`src/rtl/seq_det_ctrl.sv`:
```
// seq_det_ctrl: programmable serial pattern detector with match counting and target completion
//
// Ports:
//   clk, reset         clock and asynchronous active-high reset
//   cfg_valid/ready    configuration handshake (accepted only in IDLE)
//   cfg_pattern/len    pattern (bit [len-1] arrives first) and its length, 1..MAXLEN
//   cfg_overlap        1 allows overlapping matches
//   cfg_target         match count that ends a run, 0 runs until aborted
//   cfg_err            one-cycle pulse when an offered configuration is rejected
//   start, abort       arm from IDLE / disarm from ARMED
//   x_valid, x         qualified serial input bit
//   match, done        one-cycle pulses per match / on reaching the target
//   busy, match_count  ARMED indicator and matches counted in the current or last run
module seq_det_ctrl #(
    parameter int MAXLEN = 8,
    parameter int CNTW   = 8
) (
    input  logic              clk,
    input  logic              reset,
    input  logic              cfg_valid,
    output logic              cfg_ready,
    input  logic [MAXLEN-1:0] cfg_pattern,
    input  logic [3:0]        cfg_len,
    input  logic              cfg_overlap,
    input  logic [CNTW-1:0]   cfg_target,
    output logic              cfg_err,
    input  logic              start,
    input  logic              abort,
    input  logic              x_valid,
    input  logic              x,
    output logic              match,
    output logic              done,
    output logic              busy,
    output logic [CNTW-1:0]   match_count
);
    typedef enum logic [1:0] {S_IDLE, S_ARMED, S_DONE} state_t;
    state_t            state_q, state_d;
    logic              loaded_q, loaded_d;
    logic [MAXLEN-1:0] pat_q, pat_d;
    logic [3:0]        len_q, len_d;
    logic              ov_q, ov_d;
    logic [CNTW-1:0]   tgt_q, tgt_d;
    logic [MAXLEN-2:0] hist_q, hist_d;
    logic [3:0]        fill_q, fill_d;
    logic [CNTW-1:0]   cnt_q, cnt_d;
    logic              match_q, match_d;
    logic              err_q, err_d;
    logic              cfg_legal;
    logic [MAXLEN-1:0] hist_sh;
    logic [MAXLEN-1:0] mask;
    logic [3:0]        fill_inc;
    logic [CNTW-1:0]   cnt_inc;
    logic              hit;

    always_ff @(posedge clk or posedge reset) begin
        if (reset) begin
            state_q  <= S_IDLE;
            loaded_q <= 1'b0;
            pat_q    <= '0;
            len_q    <= '0;
            ov_q     <= 1'b0;
            tgt_q    <= '0;
            hist_q   <= '0;
            fill_q   <= '0;
            cnt_q    <= '0;
            match_q  <= 1'b0;
            err_q    <= 1'b0;
        end else begin
            state_q  <= state_d;
            loaded_q <= loaded_d;
            pat_q    <= pat_d;
            len_q    <= len_d;
            ov_q     <= ov_d;
            tgt_q    <= tgt_d;
            hist_q   <= hist_d;
            fill_q   <= fill_d;
            cnt_q    <= cnt_d;
            match_q  <= match_d;
            err_q    <= err_d;
        end
    end

    // The history holds MAXLEN-1 past bits; the incoming bit completes the compare window.
    always_comb begin
        cfg_legal = cfg_len != 4'd0 && cfg_len <= 4'(MAXLEN);
        hist_sh   = {hist_q, x};
        for (int i = 0; i < MAXLEN; i++) mask[i] = i < int'(len_q);
        fill_inc  = fill_q >= len_q ? len_q : fill_q + 4'd1;
        cnt_inc   = &cnt_q ? cnt_q : cnt_q + CNTW'(1);
        hit       = fill_inc >= len_q && ((hist_sh ^ pat_q) & mask) == '0;
    end

    always_comb begin
        state_d  = state_q;
        loaded_d = loaded_q;
        pat_d    = pat_q;
        len_d    = len_q;
        ov_d     = ov_q;
        tgt_d    = tgt_q;
        hist_d   = hist_q;
        fill_d   = fill_q;
        cnt_d    = cnt_q;
        match_d  = 1'b0;
        err_d    = 1'b0;
        case (state_q)
            S_IDLE: begin
                err_d = cfg_valid && !cfg_legal;
                if (cfg_valid && cfg_legal) begin
                    pat_d    = cfg_pattern;
                    len_d    = cfg_len;
                    ov_d     = cfg_overlap;
                    tgt_d    = cfg_target;
                    loaded_d = 1'b1;
                end
                // A legal config offered with start is latched this edge and used by the run.
                if (start && (loaded_q || (cfg_valid && cfg_legal))) begin
                    state_d = S_ARMED;
                    hist_d  = '0;
                    fill_d  = '0;
                    cnt_d   = '0;
                end
            end
            S_ARMED: begin
                if (abort) begin
                    state_d = S_IDLE;
                end else if (x_valid) begin
                    hist_d = hist_sh[MAXLEN-2:0];
                    fill_d = fill_inc;
                    if (hit) begin
                        match_d = 1'b1;
                        cnt_d   = cnt_inc;
                        if (!ov_q) fill_d = '0;
                        if (tgt_q != '0 && cnt_inc == tgt_q) state_d = S_DONE;
                    end
                end
            end
            default: state_d = S_IDLE;
        endcase
    end

    always_comb begin
        cfg_ready   = state_q == S_IDLE;
        busy        = state_q == S_ARMED;
        done        = state_q == S_DONE;
        match       = match_q;
        cfg_err     = err_q;
        match_count = cnt_q;
    end
endmodule

```
`config.mk`:
```
export PLATFORM = sky130hd
export DESIGN_NAME = seq_det_ctrl
export DESIGN_NICKNAME = d
export VERILOG_FILES = /design/src/rtl/seq_det_ctrl.sv
export SDC_FILE = /design/constraint.sdc
export NUM_CORES = 1
export LEC_CHECK = 0
export CORE_ASPECT_RATIO = 0.5
export CORE_MARGIN = 8
export CORE_UTILIZATION = 54
export CTS_BUF_LIST = sky130_fd_sc_hd__clkbuf_4 sky130_fd_sc_hd__clkbuf_8 sky130_fd_sc_hd__clkbuf_16
export CTS_CLUSTER_SIZE = 24
export DETAILED_ROUTE_END_ITERATION = 10
export GPL_ROUTABILITY_DRIVEN = 0
export MAX_ROUTING_LAYER = met4
export PLACE_DENSITY = 0.83
export SLEW_MARGIN = 30
export SYNTH_ARGS = -nofsm -noshare
export SYNTH_HDL_FRONTEND = slang
export SYNTH_SLANG_ARGS = --single-unit
```
`constraint.sdc`:
```
create_clock -name clk -period 3.9 [get_ports clk]
set_clock_uncertainty 0.1 [all_clocks]
set_input_delay 0.39 -clock clk [delete_from_list [all_inputs] [get_ports clk]]
set_output_delay 0.39 -clock clk [all_outputs]
set_load 0.005 [all_outputs]
```
==> results.txt, run 1 <==
----------------------------------------------------
[Routing]
  Number of search-and-repair iterations in the first detailed-routing pass ... 5
  Vias/cell ... 6.04
  Detailed Route WL ... approximately 6.6 mm
  Violation count after the first detailed-route iteration ... 139
  Wire per inst ... about 18 µm
  Via count ... 2,239
  Detail Route Antenna Nets ... 0
  Detailed-route DRC error count ... 0

[Logic synthesis]
  Instance count of the mapped netlist ... 261
  Yosys top cell by area ... dfrtp_1
  Post-synth top area share ... 42.6%
  Syn_nets ... 299
  Number of warnings reported in the yosys synthesis log ... 0
  Distinct cell type count of the synthesized netlist ... 51
  Post-synthesis sequential area ratio ... 42.6%
  Cell types with the highest counts after synthesis ... dfrtp_1, nand2_1, mux2_2, o21ai_0
  Count of state elements after synthesis ... 45
  Main area contributors after synthesis ... dfrtp_1, mux2_2, ha_1
  Leading cell type by number of instances after synthesis ... dfrtp_1
  EDFF count, synth ... 0
  Proportion of synthesized flip-flops having asynchronous set or reset ... 100%
  Mean cell area of the mapped netlist ... roughly 10 µm²
  Most instantiated flip-flop cell in the synthesis netlist ... dfrtp_1
  Mapped cell area ... roughly 0.0026 mm²

[Timing]
  Shortest period the worst path allows ... ~3700 ps
  Final count of hold timing violations ... 0
  Transition time of the tightest slew-check pin ... 674 ps
  Highest achievable clock rate ... about 270 MHz
  Setup violation total in the final timing report ... 0
  Final Slew Violations ... 0
  Final Cycle Share ... around 96%
  Worst relative slew slack ... between 50% and 60%
  Setup repair after global routing missed its margin ... no
  Hold slack final ... 393 ps
  Final-layout setup total negative slack ... 0 ps

[Worst setup path]
  Arrival time at the worst endpoint ... 3840 ps
  WS Path Type ... reg -> reg
  Critical path's top delay family ... compound AO/OA/AOI/OAI gates
  Highest fanout seen on the critical path ... 12
  Sort of element at the start of the critical path ... flip-flop
  Req. time, crit path ... roughly 4000 ps
  Largest stage delay on the critical path ... between 400 and 500 ps
  Number of buffer and inverter instances along the worst setup path ... 2
  Slowest CP cell ... dfrtp_2
  Endpoint type of the worst setup path ... flip-flop
  Critical path cell sequence ... ha_1, nand2b_1, a21o_1, a21o_1, a21oi_2, buf_4, nand2_1, nand2_1, ha_1, nand2b_1, a2111oi_2, a221o_1, a2111oi_4, buf_4, a21o_2, a211oi_1

[Clock tree]
  Inserted Clock Buffers ... 5
  H-tree level count ... 2
  Setup bufs post-CTS ... 0
  TritonCTS Sinks ... 45
  Maximum buffer depth of the clock tree ... 2
  Skew-Pair Late Insertion Delay ... 300 ps
  Post-CTS clock slew at the launch and capture registers of the worst setup and hold paths ... 90 ps
  Hold bufs inserted after CTS ... 0
  CTS tree ... done
  Root Driver ... clkbuf_8

[Global routing]
  Global-route total usage across every layer ... 18.3%
  Gr ovfl total ... 0
  Maximum number of pins on one net before global-route repair ... 46
  First-pass GRT wire length ... 10.6 mm
  Antenna violations before repair ... 0
  Vias in the first global route ... 2,132

[Floorplan]
  Die span in x ... 115 µm
  Core outline area ... 0.00482 mm²
  Ports placed on the boundary ... 41
  Vertical extent of the die ... 65.5 µm
  Starting density of the core ... 54.8%
  Rows ... 18
  Die Footprint ... 0.00752 mm²

[Power]
  Largest voltage drop on the vdd net ... 0.233 mV
  Static leakage ... 1.34 nW
  Power per standard cell area ... 543 mW/mm²

[Layout]
  Fraction of final layout cells sized beyond drive strength 1 ... 15.9%
  Non-Filler Cell Area, Final ... about 0.0032 mm²
  Area occupied by multi-input gates ... roughly 0.0014 mm²
  Number of antenna diodes ... 0
  Sequential standard cell area ... between 0.001 and 0.0015 mm²
  Layout area overhead ... 21.3%
  Layout fillers ... 365
  Nets@finish ... 338

[Placement]
  Number of buffers added on ports ... 40
  Placed cell area ... 0.00311 mm²
  Estimated wirelength of the detail-placed design ... 4.74 mm

[Job]
  Count of maximum capacitance violations ... 0

[Min path]
  Type of the tightest min-delay check ... reg -> reg

[Run status]
  Outcome ... finished clean

----------------------------------------------------
[flip-flops by register name (all words and copies together), names as in the netlist]
| name | cells |
|---|---|
| tgt_q | 8 |
| ov_q | 1 |
| hist_q | 7 |
| loaded_q | 1 |
| fill_q | 4 |
| state_q | 2 |
| pat_q | 8 |
| match_count | 8 |
| cfg_err | 1 |
| match | 1 |
| len_q | 4 |
[layout make-up]
type | instances | area share (%)
tap | 70 | 2.73
sequential | 45 | 35.2
inverter | 9 | 1.05
timing repair buffer | 45 | 13.7
clock inverter | 2 | 0.312
clock buffer | 6 | 2.38
multi-input combinational | 194 | 44.7
[final timing paths]
| path | start | endpoint | slack [ps] | depth (start not counted) |
|---|---|---|---|---|
| setup / recovery | len_q[0]$_DFFE_PP0P_ | match_count[7]$_DFFE_PP0P_ | 170 | 16 |
| hold / removal | loaded_q$_DFFE_PP0P_ | loaded_q$_DFFE_PP0P_ | 390 | 1 |
| setup reg to reg | len_q[0]$_DFFE_PP0P_ | match_count[7]$_DFFE_PP0P_ | 170 | 16 |
| min in group asynchronous | reset | tgt_q[3]$_DFFE_PP0P_ | 430 | 3 |
| hold reg to reg | loaded_q$_DFFE_PP0P_ | loaded_q$_DFFE_PP0P_ | 390 | 1 |
| max in group asynchronous | reset | len_q[0]$_DFFE_PP0P_ | 2850 | 3 |
[logic make-up after synthesis]
| family | synth area share (%) |
|---|---|
| mux | 9.71 |
| simple gates | 14.8 |
| buf+inv | 3.60 |
| fa+ha+maj | 4.73 |
| xor+xnor | 5.30 |
| compound gates | 19.3 |
| flops | 42.6 |
[placed cells by master, fill, tap and decap left out, types with 8 or more instances in the layout]
master	count
o21ai_0	14
ha_1	10
nand2_1	28
a211oi_1	8
xor2_1	10
dfrtp_1	43
clkdlybuf4s50_1	40
mux2_2	21
nor2_1	9
inv_1	8
a31oi_1	8
[layer usage]
layer	vias up	track usage, %	routed length, µm
li1	1050	-	-
met4	0	4.70	95
met3	15	3.75	402
met5	-	-	0
met2	95	30.4	3280
met1	1079	22.5	2780
[worst reg2reg max path, stage by stage, from the launching register on]
cell	delay (ps)
dfrtp_2	470
ha_1	310
nand2b_1	140
a21o_1	170
a21o_1	180
a21oi_2	190
buf_4	160
nand2_1	80
nand2_1	80
ha_1	220
nand2b_1	170
a2111oi_2	370
a221o_1	200
a2111oi_4	50
buf_4	200
a21o_2	300
a211oi_1	250
[stage by stage]
step	std cells	utilization [%]	power [mW]	worst slack (ps)
floorplan	261	-	1.18	402
global placement	363	64.5	1.36	308
detailed placement	363	64.5	1.40	37.4
CTS	371	66.3	1.70	34.7
global route	371	66.5	1.84	12.1
finish	371	66.5	1.74	171
[timing repair]
item / CTS / global route
resized for setup: 0 / 5
hold endpoints to repair: 0 / 0
endpoints found under the setup margin: 0 / 12
[power breakdown]
group / total [mW] / switching (mW) / internal, mW
registers: 0.709 / 0.135 / 0.574
clock network: 0.297 / 0.165 / 0.132
logic: 0.734 / 0.350 / 0.384
total: 1.74 / 0.649 / 1.09
No activity file was read; power rests on OpenSTA's default activity.
==> run 2, diff against run 1 <==
--- a/config.mk
+++ b/config.mk
@@ -5,7 +5,7 @@
 export SDC_FILE = /design/constraint.sdc
 export NUM_CORES = 1
 export LEC_CHECK = 0
-export CORE_ASPECT_RATIO = 0.5
+export CORE_ASPECT_RATIO = 1.4
 export CORE_MARGIN = 8
 export CORE_UTILIZATION = 54
 export CTS_BUF_LIST = sky130_fd_sc_hd__clkbuf_4 sky130_fd_sc_hd__clkbuf_8 sky130_fd_sc_hd__clkbuf_16
==> results.txt, run 2 (synthesis gave the netlist of run 1 again) <==
----------------------------------------------------
[Clock tree]
  Post-cts repair resize count ... 0 (unchanged)
  Skew-Pair Late Insertion Delay ... 300 ps (about the same)
  H-tree level count ... 2 (unchanged)
  CTS tree ... done
  Setup bufs post-CTS ... 0 (unchanged)
  Hold bufs inserted after CTS ... 0 (unchanged)
  TritonCTS Sinks ... 45 (unchanged)
  Root Driver ... clkbuf_8
  Inserted Clock Buffers ... 5 (unchanged)
  Maximum buffer depth of the clock tree ... 2 (unchanged)
  Post-CTS clock slew at the launch and capture registers of the worst setup and hold paths ... 90 ps (about the same)

[Routing]
  Detail Route Antenna Nets ... 0 (unchanged)
  Total met2 wirelength after detailed routing ... 3.46 mm (+5.5%)
  Number of search-and-repair iterations in the first detailed-routing pass ... 4 (-1)
  Top layer in use ... met4
  Vias/cell ... 6.02 (-0.17%)
  Detailed-route DRC error count ... 0 (unchanged)
  Violation count after the first detailed-route iteration ... 214 (+54%)
  Met3 routed wirelength ... 229 µm (-43%)
  Wire length the detailed router placed on met1 ... 2.60 mm (-6.6%)
  Wire per inst ... 17.5 µm (-0.87%)
  Detailed Route WL ... 6.43 mm (-1.9%)
  Via count ... 2,211 (-1.3%)

[Global routing]
  First-pass GRT wire length ... 10.9 mm (+3.3%)
  Vias in the first global route ... 2,224 (+4.3%)
  Gr ovfl total ... 0 (unchanged)
  Global-route total usage across every layer ... 19.2% (+0.89 points)
  Maximum number of pins on one net before global-route repair ... 46 (unchanged)
  Antenna violations before repair ... 0 (unchanged)

[Worst setup path]
  Arrival time at the worst endpoint ... 3730 ps (-110 ps)
  Req. time, crit path ... 3960 ps (-50 ps)
  WS Path Type ... reg -> reg
  Sort of element at the start of the critical path ... flip-flop
  Worst-case reg-to-reg path depth ... 14 (-2)
  Capture point of the worst reg-to-reg path ... match_count[0]$_DFFE_PP0P_
  Destination of the critical timing path ... match_count[0]$_DFFE_PP0P_
  Flop2flop setup slack ... 230 ps (+50 ps)
  Highest fanout seen on the critical path ... 12 (unchanged)
  RR Startpoint ... len_q[0]$_DFFE_PP0P_
  Startpoint of the worst setup timing path ... len_q[0]$_DFFE_PP0P_
  Endpoint type of the worst setup path ... flip-flop

[Timing]
  Final Slew Violations ... 0 (unchanged)
  Final count of hold timing violations ... 0 (unchanged)
  Setup repair after global routing missed its margin ... no
  Highest achievable clock rate ... 272 MHz (+1.5%)
  Final Cycle Share ... 94.2% (-1.4 points)
  Setup violation total in the final timing report ... 0 (unchanged)
  Final-layout setup total negative slack ... 0 ps (unchanged)
  Transition time of the tightest slew-check pin ... 604 ps (-69.9 ps)
  Worst relative slew slack ... 59.7% (+4.7 points)
  Slack of the critical path ... 226 ps (+54.5 ps)
  Shortest period the worst path allows ... 3670 ps (-54.5 ps)
  Hold slack final ... 388 ps (-4.79 ps)

[Min path]
  Type of the tightest min-delay check ... reg -> reg

[Layout]
  Most frequent standard cell in the layout excluding fill and tap cells ... dfrtp_1
  Fraction of final layout cells sized beyond drive strength 1 ... 15.8% (-0.11 points)
  Layout fillers ... 374 (+2.5%)
  Number of antenna diodes ... 0 (unchanged)
  Layout area overhead ... 23.4%
  Nets@finish ... 340 (+0.59%)
  Commonest non-fill, non-tap cells in the layout ... dfrtp_1, clkdlybuf4s50_1, nand2_1

[Placement]
  Estimated wirelength of the detail-placed design ... 4.76 mm (+0.45%)
  Number of buffers added on ports ... 40 (unchanged)
  Minimum setup slack after placement ... 168 ps (+130 ps)

[Power]
  Largest voltage drop on the vdd net ... 0.344 mV (+47%)
  Static leakage ... 1.37 nW (+2.3%)
  Power per standard cell area ... 567 mW/mm² (+4.6%)
  Power, Total ... 1.85 mW (+6.4%)

[Floorplan]
  Ports placed on the boundary ... 41 (unchanged)
  Core outline area ... 0.00477 mm² (-1.1%)
  Vertical extent of the die ... 98.8 µm (+51%)
  Die span in x ... 75.1 µm (-35%)
  Rows ... 30 (+12)
  Starting density of the core ... 55.4% (+0.60 points)
  Die Footprint ... 0.00742 mm² (-1.4%)

[Job]
  Count of maximum capacitance violations ... 0 (unchanged)

[Run status]
  Outcome ... finished clean

----------------------------------------------------
run 2: cell count changes in the layout (fill, tap and decap cells not counted):
cell / delta
a21oi_2: +1
buf_6: +1
bufinv_16: +2
dfrtp_2: -2
clkinv_2: -1
clkbuf_4: -1
dfrtp_1: +2
a2111oi_2: -1
a2111oi_1: +1
buf_4: +1
a21oi_1: -1
run 2: area by class of cell:
cell class | instances | area (µm²) | area share (%)
clock buffer | 5 | 68.8 | 2.11
inverter | 9 | 33.8 | 1.04
sequential | 45 | 1130 | 34.5
clock inverter | 3 | 65.1 | 2.00
multi-input combinational | 194 | 1430 | 43.9
tap | 64 | 80.1 | 2.46
timing repair buffer | 47 | 457 | 14.0
run 2: critical path: stages, from the launching register on:
cell       delay, ps
dfrtp_1          470
ha_1             310
nand2b_1         130
a21o_1           170
a21o_1           180
a21oi_2          210
buf_4            160
mux2i_1          250
ha_1             220
o21ai_0          100
a221o_1          380
a2111oi_4        290
buf_6            190
a21o_2           230
a31oi_1          130
run 2: worst min-delay path by stage:
stage | slack [ps] | cells past startpoint | to | startpoint
after detailed placement | 370 | 1 | loaded_q$_DFFE_PP0P_ | loaded_q$_DFFE_PP0P_
final | 390 | 1 | loaded_q$_DFFE_PP0P_ | loaded_q$_DFFE_PP0P_
after global placement | 350 | 1 | loaded_q$_DFFE_PP0P_ | loaded_q$_DFFE_PP0P_
after floorplan | 340 | 1 | loaded_q$_DFFE_PP0P_ | loaded_q$_DFFE_PP0P_
after CTS | 400 | 1 | loaded_q$_DFFE_PP0P_ | loaded_q$_DFFE_PP0P_
after global routing | 420 | 1 | loaded_q$_DFFE_PP0P_ | loaded_q$_DFFE_PP0P_
run 2: where the power goes:
part           switching, mW  internal, mW  leakage [nW]
clock network          0.161         0.254        0.0681
logic                  0.354         0.384         0.731
registers              0.125         0.573         0.573
total                  0.639          1.21          1.37
run 2: per-stage QoR:
step | util [%] | cell area [µm²] | cells
5_1_grt | 68.4 | 3260 | 367
2_1_floorplan | - | 2640 | 261
3_5_place_dp | 65.3 | 3110 | 359
6_report | 68.4 | 3260 | 367
3_3_place_gp | 65.3 | 3110 | 359
4_1_cts | 68.1 | 3250 | 367
run 2: layer usage:
metal | up-vias | global-route usage (%)
li1 | 1041 | -
met1 | 1080 | 21.6
met2 | 73 | 33.0
met3 | 17 | 2.95
met4 | 0 | 6.21
met5 | - | -
==> run 3, diff against run 2 <==
--- a/config.mk
+++ b/config.mk
@@ -12,6 +12,7 @@
 export CTS_CLUSTER_SIZE = 24
 export DETAILED_ROUTE_END_ITERATION = 10
 export GPL_ROUTABILITY_DRIVEN = 0
+export GPL_TIMING_DRIVEN = 0
 export MAX_ROUTING_LAYER = met4
 export PLACE_DENSITY = 0.83
 export SLEW_MARGIN = 30
==> results.txt, run 3 (synthesis gave the netlist of run 1 again) <==
----------------------------------------------------
[Global routing]
  First-pass GRT wire length ... 10.8 mm (-1.6%)
  Antenna violations before repair ... 0 (unchanged)
  Global-route total usage across every layer ... 19.0% (-0.23 points)
  Vias in the first global route ... 2,258 (+1.5%)
  Gr ovfl total ... 0 (unchanged)
  Maximum number of pins on one net before global-route repair ... 25 (-46%)

[Clock tree]
  Skew-Pair Late Insertion Delay ... 300 ps (about the same)
  CTS tree ... done
  Post-CTS clock slew at the launch and capture registers of the worst setup and hold paths ... 90 ps (about the same)
  H-tree level count ... 2 (unchanged)
  Inserted Clock Buffers ... 5 (unchanged)
  Root Driver ... clkbuf_8
  Setup bufs post-CTS ... 0 (unchanged)
  Maximum buffer depth of the clock tree ... 2 (unchanged)
  TritonCTS Sinks ... 45 (unchanged)

[Min path]
  Type of the tightest min-delay check ... in -> async

[Timing]
  Final Slew Violations ... 0 (unchanged)
  Final-layout setup total negative slack ... 0 ps (unchanged)
  Shortest period the worst path allows ... 3720 ps (+42.5 ps)
  Setup repair after global routing missed its margin ... no
  Worst relative slew slack ... 59.9% (+0.17 points)
  Transition time of the tightest slew-check pin ... 602 ps (-2.62 ps)
  Final Cycle Share ... 95.3% (+1.1 points)
  Highest achievable clock rate ... 269 MHz (-1.1%)
  Final count of hold timing violations ... 0 (unchanged)
  Setup violation total in the final timing report ... 0 (unchanged)
  Hold slack final ... 344 ps (-43.9 ps)

[Worst setup path]
  Highest fanout seen on the critical path ... 10 (-2)
  Req. time, crit path ... 3990 ps (+30 ps)
  Sort of element at the start of the critical path ... flip-flop
  Endpoint type of the worst setup path ... flip-flop
  WS Path Type ... reg -> reg
  Startpoint of the worst setup timing path ... len_q[0]$_DFFE_PP0P_
  RR Startpoint ... len_q[0]$_DFFE_PP0P_
  Arrival time at the worst endpoint ... 3800 ps (+70 ps)

[Floorplan]
  Starting density of the core ... 55.4% (unchanged)
  Die span in x ... 75.1 µm (unchanged)
  Vertical extent of the die ... 98.8 µm (unchanged)
  Ports placed on the boundary ... 41 (unchanged)
  Core outline area ... 0.00477 mm² (unchanged)
  Rows ... 30 (unchanged)
  Die Footprint ... 0.00742 mm² (unchanged)

[Routing]
  Vias/cell ... 6.00 (-0.41%)
  Detailed Route WL ... 6.56 mm (+2.1%)
  Detailed-route DRC error count ... 0 (unchanged)
  Number of search-and-repair iterations in the first detailed-routing pass ... 4 (unchanged)
  Detail Route Antenna Nets ... 0 (unchanged)
  Wire per inst ... 17.5 µm (+0.19%)
  Violation count after the first detailed-route iteration ... 158 (-26%)
  Via count ... 2,244 (+1.5%)

[Layout]
  Commonest non-fill, non-tap cells in the layout ... dfrtp_1, clkdlybuf4s50_1, nand2_1
  Area occupied by multi-input gates ... 0.00143 mm² (+0.17%)
  Layout fillers ... 384 (+2.7%)
  Nets@finish ... 347 (+2.1%)
  Layout area overhead ... 24.2%
  Sequential standard cell area ... 0.00113 mm² (unchanged)
  Number of antenna diodes ... 0 (unchanged)
  Fraction of final layout cells sized beyond drive strength 1 ... 15.2% (-0.68 points)
  Most frequent standard cell in the layout excluding fill and tap cells ... dfrtp_1

[Job]
  Count of maximum capacitance violations ... 0 (unchanged)

[Placement]
  Number of buffers added on ports ... 40 (unchanged)
  Estimated wirelength of the detail-placed design ... 4.85 mm (+1.9%)

[Power]
  Power, Total ... 1.78 mW (-3.6%)
  Power per standard cell area ... 544 mW/mm² (-4.2%)
  Largest voltage drop on the vdd net ... 0.306 mV (-11%)
  Static leakage ... 1.38 nW (+0.69%)

[Run status]
  Outcome ... finished clean

----------------------------------------------------
## run 3: critical path, stage by stage (launching register included)
cell and delay [ps]:
dfrtp_1 480, ha_1 320, nand2b_1 140, a21o_1 170, a21o_1 200, a21oi_4 230, mux2_2 390, ha_1 280
a2111oi_0 80, a221o_1 310, a2111oi_4 370, buf_6 210, a211oi_1 80, a211oi_1 250
## run 3: path summary, 6_finish.rpt
| check | endpoint | slack [ps] | cells after the start |
|---|---|---|---|
| worst max-delay path | match_count[4]$_DFFE_PP0P_ | 180 | 13 |
| worst min register to register | loaded_q$_DFFE_PP0P_ | 380 | 1 |
| worst max register to register | match_count[4]$_DFFE_PP0P_ | 180 | 13 |
| max in group asynchronous | match$_DFF_PP0_ | 2860 | 3 |
| worst min-delay path | cfg_err$_DFF_PP0_ | 340 | 2 |
| min in group clk | loaded_q$_DFFE_PP0P_ | 380 | 1 |
## run 3: report_power, final
group | switching (mW) | leakage [nW] | internal (mW) | total, mW
Combinational | 0.349 | 0.751 | 0.364 | 0.713
Sequential | 0.132 | 0.573 | 0.573 | 0.704
Clock | 0.158 | 0.0574 | 0.208 | 0.366
Total | 0.639 | 1.38 | 1.15 | 1.78
## run 3: cell type report
type / instances / area share, %
multi-input combinational: 194 / 43.7
inverter: 9 / 1.03
clock inverter: 2 / 1.14
buffer: 13 / 1.87
sequential: 45 / 34.3
timing repair buffer: 41 / 13.0
tap: 64 / 2.44
clock buffer: 6 / 2.52
## run 3: routing by layer
layer	wire length (µm)	vias up	GRT usage, %
li1	-	1064	-
met1	2670	1110	21.1
met2	3580	52	32.4
met3	152	18	2.95
met4	161	0	6.97
met5	0	-	-
## run 3: stage by stage
step	instances	util (%)	area, µm²	setup slack (ps)
after global routing	374	68.8	3280	27.4
after floorplan	261	-	2640	402
final	374	68.8	3280	183
after global placement	365	65.5	3120	122
after detailed placement	366	66.1	3150	82.7
after CTS	374	68.6	3270	35.7
## run 3: timing repair
action                     4_1_cts  5_1_grt
gates resized for setup          0        2
setup endpoints to repair        0       14
hold buffers                     0        0
